## config.mk

```make
export PLATFORM = sky130hd
export DESIGN_NAME = serial_adder_flat
export DESIGN_NICKNAME = d
export VERILOG_FILES = /design/src/rtl/serial_adder_if.sv /design/src/rtl/serial_adder.sv /design/src/flat_wrapper.sv
export SDC_FILE = /design/constraint.sdc
export NUM_CORES = 1
export LEC_CHECK = 0
export CAP_MARGIN = 20
export CELL_PAD_IN_SITES_DETAIL_PLACEMENT = 1
export CELL_PAD_IN_SITES_GLOBAL_PLACEMENT = 2
export CORE_UTILIZATION = 37
export CTS_BUF_LIST = sky130_fd_sc_hd__clkbuf_8
export DETAILED_ROUTE_END_ITERATION = 7
export MAX_ROUTING_LAYER = met4
export PLACE_DENSITY = 0.95
export SLEW_MARGIN = 20
export SYNTH_ARGS = -nofsm -noshare
export SYNTH_HDL_FRONTEND = slang
export SYNTH_SLANG_ARGS = --single-unit
```

## constraint.sdc

```tcl
create_clock -name clk -period 3.1 [get_ports clk]
set_input_delay 0.62 -clock clk [delete_from_list [all_inputs] [get_ports clk]]
set_output_delay 0.62 -clock clk [all_outputs]
set_load 0.02 [all_outputs]
```

## src/rtl/serial_adder_if.sv

```systemverilog
// Handshake and operand/result bundle for the bit-serial adder.
// The master side drives the request; the adder is the slave.
interface serial_adder_if #(
  parameter int unsigned WIDTH = 8
);
  logic             start;
  logic [WIDTH-1:0] a;
  logic [WIDTH-1:0] b;
  logic             cin;
  logic             busy;
  logic             done;
  logic [WIDTH-1:0] sum;
  logic             carry;

  modport master (
    output start, a, b, cin,
    input  busy, done, sum, carry
  );

  modport slave (
    input  start, a, b, cin,
    output busy, done, sum, carry
  );
endinterface

```

## src/rtl/serial_adder.sv

```systemverilog
// Bit-serial WIDTH-bit adder: one bit pair per clock through a full adder, LSB first,
// with the carry fed back through a flop and the sum reassembled in a shift register.
module serial_adder #(
  parameter int unsigned WIDTH = 8
) (
  input  logic           clk,
  input  logic           rst_n,
  serial_adder_if.slave  bus
);

  localparam int unsigned CntW = $clog2(WIDTH) + 1;

  typedef enum logic [0:0] {StIdle, StRun} state_e;

  state_e           state_q, state_d;
  logic [WIDTH-1:0] a_sh_q, a_sh_d;
  logic [WIDTH-1:0] b_sh_q, b_sh_d;
  logic [WIDTH-1:0] sum_sh_q, sum_sh_d;
  logic             c_q, c_d;
  logic [CntW-1:0]  cnt_q, cnt_d;
  logic             busy_q, busy_d;
  logic             done_q, done_d;
  logic [WIDTH-1:0] sum_q, sum_d;
  logic             carry_q, carry_d;

  logic fa_sum;
  logic fa_carry;

  // Full adder cell on the current LSB pair and the fed-back carry.
  always_comb begin
    fa_sum   = a_sh_q[0] ^ b_sh_q[0] ^ c_q;
    fa_carry = (a_sh_q[0] & b_sh_q[0]) | (a_sh_q[0] & c_q) | (b_sh_q[0] & c_q);
  end

  always_comb begin
    state_d  = state_q;
    a_sh_d   = a_sh_q;
    b_sh_d   = b_sh_q;
    sum_sh_d = sum_sh_q;
    c_d      = c_q;
    cnt_d    = cnt_q;
    busy_d   = busy_q;
    done_d   = 1'b0;
    sum_d    = sum_q;
    carry_d  = carry_q;

    unique case (state_q)
      StIdle: begin
        if (bus.start) begin
          a_sh_d  = bus.a;
          b_sh_d  = bus.b;
          c_d     = bus.cin;
          cnt_d   = '0;
          busy_d  = 1'b1;
          state_d = StRun;
        end
      end
      StRun: begin
        a_sh_d              = a_sh_q >> 1;
        b_sh_d              = b_sh_q >> 1;
        sum_sh_d            = sum_sh_q >> 1;
        sum_sh_d[WIDTH-1]   = fa_sum;
        c_d                 = fa_carry;
        cnt_d               = cnt_q + CntW'(1);
        if (cnt_q == CntW'(WIDTH - 1)) begin
          // Final bit lands in the result together with this edge's sum bit.
          sum_d   = sum_sh_d;
          carry_d = fa_carry;
          done_d  = 1'b1;
          busy_d  = 1'b0;
          state_d = StIdle;
        end
      end
      default: state_d = StIdle;
    endcase
  end

  always_ff @(posedge clk) begin
    if (!rst_n) begin
      state_q  <= StIdle;
      a_sh_q   <= '0;
      b_sh_q   <= '0;
      sum_sh_q <= '0;
      c_q      <= 1'b0;
      cnt_q    <= '0;
      busy_q   <= 1'b0;
      done_q   <= 1'b0;
      sum_q    <= '0;
      carry_q  <= 1'b0;
    end else begin
      state_q  <= state_d;
      a_sh_q   <= a_sh_d;
      b_sh_q   <= b_sh_d;
      sum_sh_q <= sum_sh_d;
      c_q      <= c_d;
      cnt_q    <= cnt_d;
      busy_q   <= busy_d;
      done_q   <= done_d;
      sum_q    <= sum_d;
      carry_q  <= carry_d;
    end
  end

  assign bus.busy  = busy_q;
  assign bus.done  = done_q;
  assign bus.sum   = sum_q;
  assign bus.carry = carry_q;

endmodule

```

## src/flat_wrapper.sv

```systemverilog
// flat-port wrapper written by rule: the top's interface ports become plain ports
module serial_adder_flat 
#(
  parameter int unsigned WIDTH = 8
)
  (clk, rst_n, bus_start, bus_a, bus_b, bus_cin, bus_busy, bus_done, bus_sum, bus_carry);
  serial_adder_if #(.WIDTH(WIDTH)) bus_i ();
  input  logic clk;
  input  logic rst_n;
  input wire logic [$bits(bus_i.start)-1:0] bus_start;
  input wire logic [$bits(bus_i.a)-1:0] bus_a;
  input wire logic [$bits(bus_i.b)-1:0] bus_b;
  input wire logic [$bits(bus_i.cin)-1:0] bus_cin;
  output wire logic [$bits(bus_i.busy)-1:0] bus_busy;
  output wire logic [$bits(bus_i.done)-1:0] bus_done;
  output wire logic [$bits(bus_i.sum)-1:0] bus_sum;
  output wire logic [$bits(bus_i.carry)-1:0] bus_carry;
  assign bus_i.start = bus_start;
  assign bus_i.a = bus_a;
  assign bus_i.b = bus_b;
  assign bus_i.cin = bus_cin;
  assign bus_busy = bus_i.busy;
  assign bus_done = bus_i.done;
  assign bus_sum = bus_i.sum;
  assign bus_carry = bus_i.carry;
  serial_adder #(.WIDTH(WIDTH)) u_core (.clk(clk), .rst_n(rst_n), .bus(bus_i));
endmodule
```

==> run_results.csv, run 1 <==
group,metric,value,unit
timing,clock.fmax,0.525,GHz
worst_setup_path,path_cells,"clkdlybuf4s50_1",
worst_setup_path,arrival,1.28,ns
die,die_w,70.8,microns
route,routed_wl,3420,microns
route,drt_pass1_iterations,5,
worst_setup_path,critPathBufInv,1,
timing,rsz0062_at_grt,"no",
layout,multi_input_area,852,sq um
run,maxCapViolCount,0,
clocking,clock_tree.buffer_depth,2,
logic_synthesis,async_flop_share,0,%
layout,mostFrequentLayoutCells,"dfxtp_1 (40), nand2_1 (36), clkdlybuf4s50_1 (30)",
logic_synthesis,synthTopCellsByArea,"dfxtp_1 (46%), mux2i_1 (14%), o211a_1 (8.6%), nand2_1 (7.7%), a21boi_2 (5.8%)",
pwr,internal_power,844,uW
die,chipHeight,70.8,microns
worst_hold_path,hold_path_depth,2,
logic_synthesis,ys_ff_latch,40,
pwr,power_density,512,mW/mm^2
timing,setup-tns-final,0,ns
clocking,h-tree-depth,2,
logic_synthesis,yosys_most_used_dff,"dfxtp_1",
die,initial_utilization,39.4,%
grt,grt_pass1_vias,1307,
grt,grt_max_degree,34,
outcome,status,"complete, but fails checks",
layout,syn2layout_area_growth,23.2,%
worst_setup_path,endpoint_kind,"output pin",
clocking,insertion_delay,0.30,ns
worst_setup_path,critPathMaxStageDelay,0.62,ns
pwr,p_switching,260,uW
logic_synthesis,syn_area_per_cell,10.2,sq um
timing,worstMarginPinSlew,0.887,ns
layout,drive_gt1_share,10.6,%
worst_setup_path,worstPathMaxFanout,2,
route,drtAntennaViolNets,0,
grt,grt-ovfl-total,0,
clocking,path_clk_slew,0.09,ns
logic_synthesis,yosysTopAreaCell,"dfxtp_1",
worst_hold_path,hold_path.class,"register to register",
worst_setup_path,cp-start-kind,"register",
timing,fin_crit,1.90,ns
clocking,tritoncts,"built",
timing,finalMaxSlewViolations,0,
route,vias,1245,
grt,grt_use_total,15.3,%
grt,use_met3,3.42,%
pwr,pwr-share-comb,11.0,%
logic_synthesis,synthCells,171,
grt,grt_pass1_wl,5830,microns
pwr,vdd_drop_max,0.243,mV
logic_synthesis,syn_nets,193,
grt,met2_usage,26.9,%
pwr,clock_power_share,38.9,%
route,avgViaCountPerCell,4.96,
logic_synthesis,yosysWarnings,0,
worst_setup_path,required,2.48,ns
timing,hold_viol_final,0,
placed_design,place_congestion,0.684,
clocking,post_cts_buffers,0,
logic_synthesis,yosysUniqueCellTypes,24,
timing,setup_viol,0,
logic_synthesis,synth_seq_area_share,45.8,%
clocking,holdBufCountCts,0,
worst_setup_path,reg2reg_depth,3,
pwr,switching_share,23.6,%
worst_setup_path,path_depth,1,
route,drt_iter0_markers,56,
die,die_area,0.00501,sq mm
timing,period_share,61.4,%
grt,busiest_layer,"met2",
die,core,0.00444,sq mm
logic_synthesis,synth_top_area_share,45.8,%
layout,n_antenna_cell,0,
timing,fin_skew,0.0108,ns
die,ios,31,
die,num_rows,24,
clocking,cts_sinks,40,
timing,slew_headroom,40.8,%
layout,seq_area,801,sq um
clocking,cts_buffers,5,
worst_setup_path,critical_path_class,"register to output pin",
logic_synthesis,synth.cell_area,0.00175,sq mm
grt,groute.layer.met1.usage,16.7,%
clocking,root_buffer,"clkbuf_8",
layout,nNetsFinal,220,
layout,nFillCells,502,
route,wl_per_cell,13.6,microns
route,route.detailed.drc,3,
layout,fin_util,48.5,%
worst_setup_path,crit_slowest_cell,"clkdlybuf4s50_1",
pwr,leakage,0.976,nW
pwr,p_seq_share,50.1,%
worst_setup_path,crit_family,"buffers and inverters",
placed_design,port_buffers,30,
clocking,cts_resized,0,
logic_synthesis,synth_enable_flop_cells,0,
outcome,violations,"DRC",
placed_design,dp_hpwl,2490,microns
grt,antenna_found_initial,0,
layout,final_common_cell,"dfxtp_1",
## power groups by stage
stage	registers [mW]	logic [mW]	clock network (mW)
floorplan	0.562	0.0864	0
global placement	0.564	0.116	0
detailed placement	0.565	0.124	0
CTS	0.554	0.124	0.442
global route	0.557	0.135	0.462
finish	0.553	0.122	0.430
## area by class of cell
cell class / instances / area share (%)
flip-flops and latches: 40 / 37.1
clock inverters: 3 / 1.97
well taps: 52 / 3.02
repair buffers: 33 / 15.0
inverters: 1 / 0.174
multi-input cells: 117 / 39.5
clock buffers: 5 / 3.19
## worst register-to-register path, stage by stage (launching register included)
cell and delay, ns:
dfxtp_1 0.31, inv_1 0.64, nor2_1 0.12, o21a_1 0.19
## registers in the layout (all words and copies together) (netlist names)
| name | cells |
|---|---|
| u_core.state_q | 1 |
| u_core.c_q | 1 |
| u_core.b_sh_q | 8 |
| u_core.bus.sum | 8 |
| u_core.bus.done | 1 |
| u_core.cnt_q | 4 |
| u_core.a_sh_q | 8 |
| u_core.bus.busy | 1 |
| u_core.sum_sh_q | 7 |
| u_core.bus.carry | 1 |
## final timing paths
path	from	endpoint	slack, ns
min reg2reg	u_core.bus.sum[1]	u_core.bus.sum[1]	0.47
max	u_core.bus.sum[5]	bus_sum[5]	1.20
min	u_core.bus.sum[1]	u_core.bus.sum[1]	0.47
max reg2reg	u_core.state_q	u_core.cnt_q[0]	1.73
## layer usage
| layer | share of wire (%) | wire, microns | up-vias |
|---|---|---|---|
| met5 | 0 | 0 | - |
| met2 | 50 | 1720 | 24 |
| met4 | 1.1 | 38 | 0 |
| li1 | - | - | 638 |
| met3 | 3.8 | 129 | 3 |
| met1 | 45 | 1530 | 580 |
## stage by stage
stage / power, mW / std cells / hold WS [ns] / cell area, sq um / setup slack (ns)
6_report: 1.10 / 251 / 0.473 / 2160 / 1.20
5_1_grt: 1.15 / 251 / 0.491 / 2160 / 1.16
4_1_cts: 1.12 / 251 / 0.479 / 2160 / 1.19
3_5_place_dp: 0.689 / 243 / 0.467 / 2040 / 1.05
3_3_place_gp: 0.680 / 243 / 0.452 / 2040 / 1.08
2_1_floorplan: 0.648 / 171 / 0.440 / 1750 / 1.73
## synthesized netlist by cell type, drive strengths merged (2+ instances only)
cell and number:
dfxtp 40, o21a 2, a21boi 9, nor2 6, mux2i 24, nand2 36, nor2b 10, o211a 15
nor3b 3, a21oi 4, buf 10, clkbuf 3
## cell families (layout without fill, tap and decap cells)
logic type / after synthesis / in the layout / synth area share [%]
simple gates: 59 / 59 / 16.0
flops: 40 / 40 / 45.8
compound gates: 31 / 31 / 16.7
mux: 24 / 24 / 13.7
buf+inv: 14 / 42 / 5.51
fa+ha+maj: 2 / 2 / 1.86
xor+xnor: 1 / 1 / 0.501
No activity file was read; power rests on OpenSTA's default activity.
==> run 2: changes to the inputs <==
--- a/config.mk
+++ b/config.mk
@@ -8,11 +8,11 @@
 export CAP_MARGIN = 20
 export CELL_PAD_IN_SITES_DETAIL_PLACEMENT = 1
 export CELL_PAD_IN_SITES_GLOBAL_PLACEMENT = 2
-export CORE_UTILIZATION = 37
+export CORE_UTILIZATION = 34
 export CTS_BUF_LIST = sky130_fd_sc_hd__clkbuf_8
 export DETAILED_ROUTE_END_ITERATION = 7
 export MAX_ROUTING_LAYER = met4
-export PLACE_DENSITY = 0.95
+export PLACE_DENSITY = 0.91
 export SLEW_MARGIN = 20
 export SYNTH_ARGS = -nofsm -noshare
 export SYNTH_HDL_FRONTEND = slang
==> constraint.sdc (replaced) <==
create_clock -name clk -period 1.85 [get_ports clk]
set_input_delay 0.37 -clock clk [delete_from_list [all_inputs] [get_ports clk]]
set_output_delay 0.37 -clock clk [all_outputs]
set_load 0.02 [all_outputs]
==> run_results.csv, run 2 (synthesis results as in run 1) <==
group,metric,value,unit
pwr,leakage,0.991,nW
worst_setup_path,path_cells,"clkdlybuf4s50_1",
route,drt_pass1_iterations,3,
worst_setup_path,crit_start,"u_core.bus.busy",
clocking,cts_sinks,40,
worst_setup_path,worstPathMaxFanout,2,
grt,antenna_found_initial,0,
clocking,tritoncts,"built",
die,die_w,73.7,microns
layout,nNetsFinal,221,
pwr,vdd_drop_max,0.437,mV
worst_setup_path,endpoint_kind,"output pin",
clocking,post_cts_buffers,0,
route,drtAntennaViolNets,0,
clocking,holdBufCountCts,0,
die,die_area,0.00544,sq mm
clocking,insertion_delay,0.29,ns
worst_setup_path,crit_family,"buffers and inverters",
layout,fin_util,45.6,%
layout,multi_input_area,852,sq um
worst_setup_path,critical_path_class,"register to output pin",
timing,period_share,89.1,%
layout,nFillCells,562,
timing,setup-tns-final,0,ns
timing,finalMaxSlewViolations,0,
clocking,path_clk_slew,0.08,ns
layout,drive_gt1_share,11.0,%
layout,seq_area,801,sq um
worst_setup_path,critPathMaxStageDelay,0.62,ns
timing,fin_crit,1.65,ns
placed_design,dp_hpwl,2430,microns
worst_setup_path,arrival,1.28,ns
grt,grt-ovfl-total,0,
worst_setup_path,critPathBufInv,1,
layout,mostFrequentLayoutCells,"dfxtp_1 (40), nand2_1 (36), clkdlybuf4s50_1 (30)",
timing,slew_headroom,73.5,%
run,maxCapViolCount,0,
outcome,status,"completed",
clocking,cts_buffers,5,
timing,rsz0062_at_grt,"no",
die,num_rows,25,
timing,setup_viol,0,
layout,syn2layout_area_growth,26.4,%
grt,grt_pass1_vias,1288,
worst_hold_path,min_from,"u_core.bus.sum[2]",
timing,clock.fmax,0.607,GHz
route,wl_per_cell,13.2,microns
timing,worstMarginPinSlew,0.398,ns
grt,grt_pass1_wl,5850,microns
worst_setup_path,reg2reg_from,"u_core.state_q",
worst_hold_path,hold_path.class,"register to register",
clocking,h-tree-depth,2,
route,avgViaCountPerCell,4.81,
layout,n_antenna_cell,0,
die,initial_utilization,36.1,%
pwr,power_density,852,mW/mm^2
grt,grt_use_total,14.9,%
route,routed_wl,3520,microns
worst_setup_path,required,1.48,ns
route,drt_iter0_markers,38,
route,route.detailed.drc,0,
grt,grt_max_degree,39,
die,ios,31,
worst_setup_path,crit_slowest_cell,"clkdlybuf4s50_1",
die,chipHeight,73.7,microns
timing,hold_viol_final,0,
layout,final_common_cell,"dfxtp_1",
worst_setup_path,cp-start-kind,"register",
timing,fin_skew,0.00310,ns
clocking,root_buffer,"clkbuf_8",
placed_design,place_congestion,0.676,
timing,whs,0.467,ns
clocking,cts_resized,0,
route,vias,1285,
placed_design,port_buffers,30,
die,core,0.00485,sq mm
clocking,clock_tree.buffer_depth,2,
-- run 2: where the power goes --
part / internal [mW] / switching (mW) / leakage (nW)
clock network: 0.407 / 0.337 / 0.0548
registers: 0.901 / 0.0305 / 0.327
logic: 0.120 / 0.0876 / 0.609
-- run 2: per-layer routing --
layer / vias up / GRT usage [%] / part of all wire (%)
li1: 639 / - / -
met1: 613 / 16.5 / 44
met2: 27 / 25.1 / 50
met3: 6 / 4.12 / 4.5
met4: 0 / 6.41 / 1.7
met5: - / - / 0
-- run 2: final cells by class --
| type | count | share of cell area [%] |
|---|---|---|
| Timing Repair Buffer | 34 | 16.1 |
| Clock buffer | 5 | 3.11 |
| Inverter | 1 | 0.170 |
| Sequential cell | 40 | 36.2 |
| Multi-Input combinational cell | 117 | 38.5 |
| Clock inverter | 3 | 2.09 |
| Tap cell | 67 | 3.79 |
-- run 2: final timing paths --
kind / endpoint / slack [ns] / cells past startpoint
setup / recovery: bus_busy / 0.20 / 1
hold / removal: u_core.bus.sum[2] / 0.47 / 2
setup reg to reg: u_core.a_sh_q[1] / 0.42 / 3
hold reg to reg: u_core.bus.sum[2] / 0.47 / 2
-- run 2: metrics by stage --
step	instance area, sq um	power (mW)	setup WS [ns]	instances
after floorplan	1750	1.09	0.734	171
after global placement	2100	1.15	0.287	259
after detailed placement	2100	1.16	0.229	259
after CTS	2210	1.90	0.191	267
after global routing	2210	1.97	0.162	267
final	2210	1.88	0.202	267
==> run 3: changes to the inputs <==
==> constraint.sdc (replaced) <==
create_clock -name clk -period 1.8 [get_ports clk]
set_input_delay 0.36 -clock clk [delete_from_list [all_inputs] [get_ports clk]]
set_output_delay 0.36 -clock clk [all_outputs]
set_load 0.02 [all_outputs]
==> run_results.csv, run 3 (synthesis results as in run 1) <==
group,metric,value,unit
worst_hold_path,hold_path_depth,2,
timing,setup_viol,0,
timing,fin_skew,0.00540,ns
layout,fin_area,0.00217,sq mm
worst_setup_path,timing.rr.end,"u_core.bus.sum[1]",
placed_design,port_buffers,30,
worst_setup_path,endpoint_kind,"output pin",
worst_hold_path,holdPathEnd,"u_core.bus.sum[0]",
die,ios,31,
die,core,0.00485,sq mm
layout,n_antenna_cell,0,
timing,setup-tns-final,0,ns
grt,grt_use_total,15.5,%
route,vias,1279,
route,drt_pass1_iterations,3,
clocking,cts_sinks,40,
clocking,cts_buffers,5,
layout,final_common_cell,"dfxtp_1",
die,num_rows,25,
worst_setup_path,path_cells,"clkdlybuf4s50_1",
worst_setup_path,cp-start-kind,"register",
worst_setup_path,critPathMaxStageDelay,0.61,ns
timing,rsz0062_at_grt,"no",
timing,hold_viol_final,0,
clocking,clock_tree.buffer_depth,2,
die,initial_utilization,36.1,%
pwr,p_switching,417,uW
route,route.detailed.drc,0,
worst_setup_path,required,1.44,ns
grt,antenna_found_initial,0,
timing,clock.fmax,0.622,GHz
pwr,power_density,794,mW/mm^2
worst_setup_path,arrival,1.25,ns
clocking,path_clk_slew,0.07,ns
route,routed_wl,3610,microns
clocking,holdBufCountCts,0,
outcome,status,"completed",
layout,drive_gt1_share,10.1,%
grt,grt_pass1_vias,1390,
timing,period_share,89.3,%
timing,worstMarginPinSlew,0.406,ns
clocking,tritoncts,"built",
layout,syn2layout_area_growth,24.2,%
die,chipHeight,73.7,microns
layout,fin_util,44.8,%
route,drtAntennaViolNets,0,
route,wl_per_cell,13.6,microns
grt,grt_pass1_wl,6090,microns
timing,slew_headroom,72.9,%
pwr,pwr-share-comb,12.4,%
worst_setup_path,worstPathMaxFanout,2,
grt,grt_max_degree,39,
worst_setup_path,critPathBufInv,1,
pwr,p_seq_share,55.5,%
grt,grt-ovfl-total,0,
placed_design,placed_area,0.00210,sq mm
route,avgViaCountPerCell,4.81,
clocking,cts_resized,0,
die,die_area,0.00544,sq mm
pwr,internal_power,1.31,mW
run,maxCapViolCount,0,
timing,fin_crit,1.61,ns
clocking,root_buffer,"clkbuf_8",
worst_setup_path,critical_path_class,"register to output pin",
clocking,h-tree-depth,2,
layout,nNetsFinal,221,
worst_hold_path,min_from,"u_core.sum_sh_q[1]",
pwr,vdd_drop_max,0.431,mV
placed_design,dp_hpwl,2620,microns
placed_design,place_congestion,0.675,
pwr,clock_power_share,32.0,%
route,drt_iter0_markers,30,
timing,finalMaxSlewViolations,0,
pwr,switching_share,24.2,%
worst_setup_path,crit_family,"buffers and inverters",
worst_setup_path,reg2reg_from,"u_core.cnt_q[0]",
worst_hold_path,hold_path.class,"register to register",
clocking,post_cts_buffers,0,
clocking,insertion_delay,0.29,ns
worst_setup_path,r2r_slack,0.40,ns
worst_setup_path,crit_slowest_cell,"clkdlybuf4s50_1",
pwr,leakage,0.981,nW
layout,mostFrequentLayoutCells,"dfxtp_1 (40), nand2_1 (36), clkdlybuf4s50_1 (30)",
die,die_w,73.7,microns
worst_setup_path,reg2reg_depth,4,
run 3: how the worst max path moves through the flow:
stage	startpoint	end	slack, ns	depth (start not counted)
6_report	u_core.bus.busy	bus_busy	0.19	1
2_1_floorplan	u_core.cnt_q[0]	u_core.bus.done	0.68	4
3_3_place_gp	bus_start	u_core.a_sh_q[1]	0.24	5
4_1_cts	u_core.bus.busy	bus_busy	0.17	1
3_5_place_dp	bus_start	u_core.c_q	0.17	5
5_1_grt	u_core.bus.busy	bus_busy	0.12	1
run 3: cell type report:
type | count | area [sq um]
timing repair buffer | 34 | 355
sequential | 40 | 801
inverter | 1 | 3.75
tap | 67 | 83.8
multi-input combinational | 117 | 852
clock buffer | 5 | 68.8
fill | 557 | 2680
clock inverter | 2 | 8.76
run 3: metrics by stage:
step	hold WS [ns]	std cells	power [mW]	worst slack [ns]
5_1_grt	0.486	266	1.82	0.120
2_1_floorplan	0.440	171	1.12	0.684
4_1_cts	0.473	266	1.76	0.167
6_report	0.466	266	1.73	0.192
3_5_place_dp	0.461	259	1.20	0.173
3_3_place_gp	0.453	259	1.18	0.244
run 3: power by group through the flow:
stage | registers [mW] | clock network [mW] | logic (mW)
2_1_floorplan | 0.968 | 0 | 0.149
3_3_place_gp | 0.975 | 0 | 0.206
3_5_place_dp | 0.979 | 0 | 0.217
4_1_cts | 0.958 | 0.586 | 0.218
5_1_grt | 0.963 | 0.619 | 0.238
6_report | 0.958 | 0.553 | 0.214
run 3: per-layer routing:
layer | up-vias | share of wire [%] | routed length (microns) | global-route usage, %
met4 | 0 | 1.1 | 40 | 5.13
met1 | 609 | 42 | 1510 | 14.8
met3 | 4 | 4.6 | 168 | 4.80
met5 | - | 0 | 0 | -
met2 | 28 | 52 | 1900 | 29.3
li1 | 638 | - | - | -
